--- src/rtl/spi_master.sv ---
// spi_master -- command-framed SPI master.
//
// Each frame sends 11 bits, MSB first: {cmd[1], cmd[1:0], din[7:0]}.
// A read-data frame (cmd=11) then idles RD_WAIT cycles with MOSI low and
// clocks in one byte from MISO, MSB first.
//
// Handshake: start is a request and busy is the inverse of ready. A request
// is taken on a rising edge only when busy=0 at that edge, and cmd/din are
// captured at that edge. While busy=1, start is ignored and never queued.
// busy drops on the same edge that pulses done, and that edge cannot accept
// a new start, so SS_n is always high for at least one cycle between frames.
//
// Parameters
//   RD_WAIT    idle cycles between the last MOSI bit and the first MISO
//              sample of a read-data frame (legal range 1..15)
// Ports
//   clk        rising-edge clock
//   rst        synchronous active-high reset
//   start      frame request
//   cmd[1:0]   00 write-addr, 01 write-data, 10 read-addr, 11 read-data
//   din[7:0]   payload (ignored when cmd=11)
//   MISO       serial data from the slave
//   abort      (only with SPI_MASTER_ABORT_EN) ends the current frame early
//   SS_n       active-low slave select
//   MOSI       serial data to the slave (0 whenever SS_n=1)
//   busy       high from acceptance until the frame ends
//   done       one-cycle pulse at frame end (including an aborted frame)
//   dout[7:0]  last byte read; changes only when a read-data frame completes
//   rx_valid   one-cycle pulse when dout is loaded
//   fsm_state  current FSM state, for observation
//
// Optional feature: define SPI_MASTER_ABORT_EN to add the abort input.

module spi_master #(
  parameter int unsigned RD_WAIT = 3
) (
  input  logic       clk,
  input  logic       rst,
  input  logic       start,
  input  logic [1:0] cmd,
  input  logic [7:0] din,
  input  logic       MISO,
`ifdef SPI_MASTER_ABORT_EN
  input  logic       abort,
`endif
  output logic       SS_n,
  output logic       MOSI,
  output logic       busy,
  output logic       done,
  output logic [7:0] dout,
  output logic       rx_valid,
  output logic [1:0] fsm_state
);

  typedef enum logic [1:0] {
    IDLE     = 2'd0,
    SHIFT_TX = 2'd1,
    WAIT_RX  = 2'd2,
    SHIFT_RX = 2'd3
  } state_t;

  // Count value at which the wait phase ends (the counter starts at 0).
  localparam logic [3:0] WAIT_LAST = 4'(RD_WAIT - 1);

  state_t      state, state_nxt;
  logic [3:0]  cnt, cnt_nxt;
  logic [10:0] frame, frame_nxt;
  logic [7:0]  rx_sh, rx_sh_nxt;
  logic        ss_n_nxt, mosi_nxt, busy_nxt, done_nxt, rx_valid_nxt;
  logic [7:0]  dout_nxt;

  assign fsm_state = state;

  always_ff @(posedge clk) begin
    if (rst) begin
      state    <= IDLE;
      cnt      <= 4'd0;
      frame    <= 11'd0;
      rx_sh    <= 8'd0;
      SS_n     <= 1'b1;
      MOSI     <= 1'b0;
      busy     <= 1'b0;
      done     <= 1'b0;
      rx_valid <= 1'b0;
      dout     <= 8'h00;
    end else begin
      state    <= state_nxt;
      cnt      <= cnt_nxt;
      frame    <= frame_nxt;
      rx_sh    <= rx_sh_nxt;
      SS_n     <= ss_n_nxt;
      MOSI     <= mosi_nxt;
      busy     <= busy_nxt;
      done     <= done_nxt;
      rx_valid <= rx_valid_nxt;
      dout     <= dout_nxt;
    end
  end

  always_comb begin
    state_nxt    = state;
    cnt_nxt      = cnt;
    frame_nxt    = frame;
    rx_sh_nxt    = rx_sh;
    ss_n_nxt     = SS_n;
    mosi_nxt     = 1'b0;
    busy_nxt     = busy;
    done_nxt     = 1'b0;
    rx_valid_nxt = 1'b0;
    dout_nxt     = dout;

    case (state)
      IDLE: begin
        if (start && !busy) begin
          frame_nxt = {cmd[1], cmd, din};
          cnt_nxt   = 4'd0;
          ss_n_nxt  = 1'b0;
          busy_nxt  = 1'b1;
          state_nxt = SHIFT_TX;
        end
      end

      // cnt 0..10 drives frame[10]..frame[0]; the edge at cnt=11 ends the
      // transmit phase, so the last bit is held for a full cycle.
      SHIFT_TX: begin
        if (cnt == 4'd11) begin
          cnt_nxt = 4'd0;
          if (frame[9:8] == 2'b11) begin
            state_nxt = WAIT_RX;
          end else begin
            ss_n_nxt  = 1'b1;
            busy_nxt  = 1'b0;
            done_nxt  = 1'b1;
            state_nxt = IDLE;
          end
        end else begin
          mosi_nxt = frame[4'd10 - cnt];
          cnt_nxt  = cnt + 4'd1;
        end
      end

      // The edge that leaves WAIT_RX already takes the first MISO bit, so
      // the counter enters SHIFT_RX holding the number of bits captured.
      WAIT_RX: begin
        if (cnt == WAIT_LAST) begin
          rx_sh_nxt = {rx_sh[6:0], MISO};
          cnt_nxt   = 4'd1;
          state_nxt = SHIFT_RX;
        end else begin
          cnt_nxt = cnt + 4'd1;
        end
      end

      SHIFT_RX: begin
        if (cnt == 4'd8) begin
          cnt_nxt      = 4'd0;
          dout_nxt     = rx_sh;
          rx_valid_nxt = 1'b1;
          ss_n_nxt     = 1'b1;
          busy_nxt     = 1'b0;
          done_nxt     = 1'b1;
          state_nxt    = IDLE;
        end else begin
          rx_sh_nxt = {rx_sh[6:0], MISO};
          cnt_nxt   = cnt + 4'd1;
        end
      end

      default: begin
        state_nxt = IDLE;
      end
    endcase

`ifdef SPI_MASTER_ABORT_EN
    // Abort overrides whatever the frame would have done on this edge,
    // including a read completion: dout stays and rx_valid stays low.
    if (abort && busy) begin
      state_nxt    = IDLE;
      cnt_nxt      = 4'd0;
      ss_n_nxt     = 1'b1;
      mosi_nxt     = 1'b0;
      busy_nxt     = 1'b0;
      done_nxt     = 1'b1;
      rx_valid_nxt = 1'b0;
      dout_nxt     = dout;
    end
`endif
  end

endmodule

--- config.mk ---
export PLATFORM = sky130hd
export DESIGN_NAME = spi_master
export DESIGN_NICKNAME = d
export VERILOG_FILES = /design/src/rtl/spi_master.sv
export SDC_FILE = /design/constraint.sdc
export NUM_CORES = 1
export LEC_CHECK = 0
export CAP_MARGIN = 25
export CORE_ASPECT_RATIO = 2
export CORE_UTILIZATION = 55
export CTS_BUF_LIST = sky130_fd_sc_hd__clkbuf_8
export CTS_CLUSTER_SIZE = 14
export DETAILED_ROUTE_END_ITERATION = 16
export PLACE_DENSITY = 0.86
export RECOVER_POWER = 25
export SYNTH_ARGS = -nofsm -noshare
export SYNTH_HDL_FRONTEND = slang
export SYNTH_SLANG_ARGS = --single-unit
--- constraint.sdc ---
create_clock -name clk -period 3.8 [get_ports clk]
set_input_delay 0.76 -clock clk [delete_from_list [all_inputs] [get_ports clk]]
set_output_delay 0.76 -clock clk [all_outputs]
set_load 0.01 [all_outputs]
==> impl_metrics.py <==
metrics = {
    "cells_and_area": {
        "syn_to_final_growth_pct": 21.8,
        "finalNetCount": 227,
        "antenna_cells": 0,
        "drive_gt1_share_pct": 6.67,
        "nFillCells": 209,
        "regArea_um2": 741,
        "multi_input_area_um2": 842,
    },
    "cts": {
        "clkTransAtPathRegs_ps": 70,
        "clk_latency_ps": 290,
        "holdBufCountCts": 0,
        "root_buffer": "clkbuf_8",
        "ctsHtreeMaxLevel": 2,
        "cts_tree": "yes",
        "cts_sinks": 37,
        "cts_resized": 0,
        "postCtsSetupBuffers": 0,
        "clockBufferDepth": 2,
        "cts_buffers": 5,
    },
    "critical_path": {
        "critPathKind": "primary input to register",
        "arrival_ps": 2550,
        "slowest_delay_ps": 970,
        "crit_path_end_kind": "register",
        "crit_fanout": 32,
        "r2r_slack_ps": 1740,
        "cpMaxStageDelayCell": "clkbuf_1",
        "cp.depth": 3,
        "crit_buf_inv": 2,
        "cp-start-kind": "primary input",
        "worstPathRequired_ps": 3920,
        "path_cells": "dlygate4sd3_1, clkbuf_1, nor4_1",
        "rr_worst_depth": 7,
        "cp_top_family": "buffers and inverters",
    },
    "drt": {
        "finalWirelength_um": 3690,
        "via_count": 1380,
        "antenna_left": 0,
        "dr.pass1.iters": 4,
        "post-route-drc-count": 0,
        "wl_per_cell_um": 15.4,
        "drt_iter0_drc": 42,
        "viasPerCell": 5.77,
    },
    "global_route": {
        "grt_pass1_vias": 1407,
        "grt_pass1_wl_um": 5970,
        "gr-usage-all-layers_pct": 26.7,
        "antenna_found_initial": 0,
        "overflow": 0,
        "grt_max_degree": 33,
    },
    "logic_synthesis": {
        "yosysTopAreaCell": "dfxtp_1",
        "synth_area_mm2": 0.00165,
        "synth_cell_types": 38,
        "synth-edff-count": 0,
        "yosys-top-cells-area": "dfxtp_1 45%, mux2i_1 10%, nand2_1 6.1%",
        "syn-instance-count": 181,
        "synth-seq-area-share_pct": 44.9,
        "yosys.area.top_type_share_pct": 44.9,
        "postSynthAreaPerCell_um2": 9.12,
        "synthTopCellsByCount": "37 x dfxtp_1, 27 x nand2_1, 23 x nor2_1",
        "yosysMostFrequentCell": "dfxtp_1",
        "synthFlopType": "dfxtp_1",
        "synth_nets": 199,
        "synth-seq-cells": 37,
        "ys_warn_count": 0,
        "async_flop_share_pct": 0,
    },
    "placed_design": {
        "gp_congestion": 0.830,
        "dpl.hpwl_um": 2610,
        "pre_cts_slack_ps": 1640,
        "numPortBuffers": 28,
    },
    "timing": {
        "drv_slew": 0,
        "worst_pin_slew_ps": 1280,
        "final-hold-violation-count": 0,
        "skew_ps": 8.72,
        "setup_tns_ps": 0,
        "fin_crit_ps": 2430,
        "finalWorstSetupSlack_ps": 1370,
        "grt_setup_unrepaired": "false",
        "max_freq_ghz": 0.411,
        "slew_headroom_pct": 14.9,
        "setup_violations": 0,
        "fin_crit_sh_pct": 64.0,
    },
    "floorplanning": {
        "die_h_um": 79.5,
        "initial_core_util_pct": 58.9,
        "die_w_um": 40.7,
        "core_area_mm2": 0.00280,
        "die_area_mm2": 0.00324,
        "io_pins": 29,
        "rows": 27,
    },
    "outcome": {
        "outcome": "completed",
    },
    "power_and_ir_drop": {
        "sw_frac_of_total_pct": 25.0,
        "p_int_uw": 561,
        "combPwrFrac_pct": 10.9,
        "switchingPower_uw": 187,
        "seqPwrFrac_pct": 55.0,
        "power_leakage_uw": 0.000789,
        "peakVddDrop_v": 0.000304,
        "power.density_mw_per_mm2": 372,
        "clockPowerShare_pct": 34.1,
    },
    "worst_hold_path": {
        "worstHoldPathType": "register to register",
        "hold_depth": 2,
    },
    "run": {
        "max_cap_violations": 0,
    },
}
state kept, by name (all words and copies together) (netlist names), named ones only:
signal	flops
MOSI	1
SS_n	1
busy	1
cnt	4
done	1
dout	8
frame	10
fsm_state	1
rx_sh	8
rx_valid	1
cell families (layout without fill, tap and decap cells):
group,Yosys count,in the layout,share of synthesized area [%]
AOI/OAI and AO/OA,33,33,13.1
xor gates and xnor gates,3,3,1.59
adders and majority gates,4,4,3.03
buffers and inverters,15,44,4.09
DFF,37,37,44.9
muxes,19,19,13.0
and+or+nand+nor,70,70,20.2
power by group through the flow:
stage          Sequential (µW)  Combinational, µW  Clock (µW)
6_report                   411               81.6         255
2_1_floorplan              416               52.1           0
4_1_cts                    411               82.1         261
3_3_place_gp               419               76.8           0
3_5_place_dp               420               80.2           0
5_1_grt                    413               88.5         274
per-layer routing:
| metal | track usage [%] | routed length [µm] |
|---|---|---|
| met5 | 0 | 0 |
| met4 | 17.7 | 163 |
| met3 | 6.69 | 182 |
| met2 | 45.1 | 2010 |
| met1 | 25.6 | 1330 |
tightest hold or removal path, cell delays in order, from the launching register on:
cell and delay (ps):
dfxtp_1 310, nand2_1 50, a21oi_1 60
placed cells by master, fill, tap and decap left out, types with 2 or more instances in the layout:
cell	instances
a21o_1	2
inv_1	8
nor2_1	23
nand2b_1	3
mux2i_1	17
xnor2_1	3
dfxtp_1	37
clkbuf_8	5
dlygate4sd3_1	2
a21oi_1	18
nor3_1	2
clkdlybuf4s50_1	26
o31ai_1	2
and2_1	3
mux4_2	2
nand2_1	27
nor2b_1	3
ha_1	4
o21ai_1	3
layout make-up:
type | count | share of cell area [%]
Timing Repair Buffer | 29 | 14.1
Clock buffer | 5 | 3.42
Sequential cell | 37 | 36.9
Tap cell | 29 | 1.81
Inverter | 7 | 1.31
Clock inverter | 3 | 0.560
Multi-Input combinational cell | 129 | 41.9
worst paths after layout:
check | end | start
setup / recovery | fsm_state[0]$_SDFFE_PP0P_ | rst
hold / removal | frame[1]$_SDFFE_PP0P_ | frame[1]$_SDFFE_PP0P_
setup reg to reg | rx_sh[5]$_SDFFE_PP0P_ | cnt[0]$_SDFFE_PP0P_
hold reg to reg | frame[1]$_SDFFE_PP0P_ | frame[1]$_SDFFE_PP0P_
through the flow:
| stage | cell area [µm²] | util [%] | instances | hold slack, ps | power (µW) |
|---|---|---|---|---|---|
| floorplan | 1650 | - | 181 | 433 | 468 |
| global placement | 1930 | 68.9 | 231 | 444 | 496 |
| detailed placement | 1930 | 68.9 | 231 | 454 | 500 |
| CTS | 2010 | 71.8 | 239 | 464 | 754 |
| global route | 2010 | 71.7 | 239 | 480 | 775 |
| finish | 2010 | 71.7 | 239 | 461 | 748 |
Note: power is estimated with default switching activity, not from simulation.
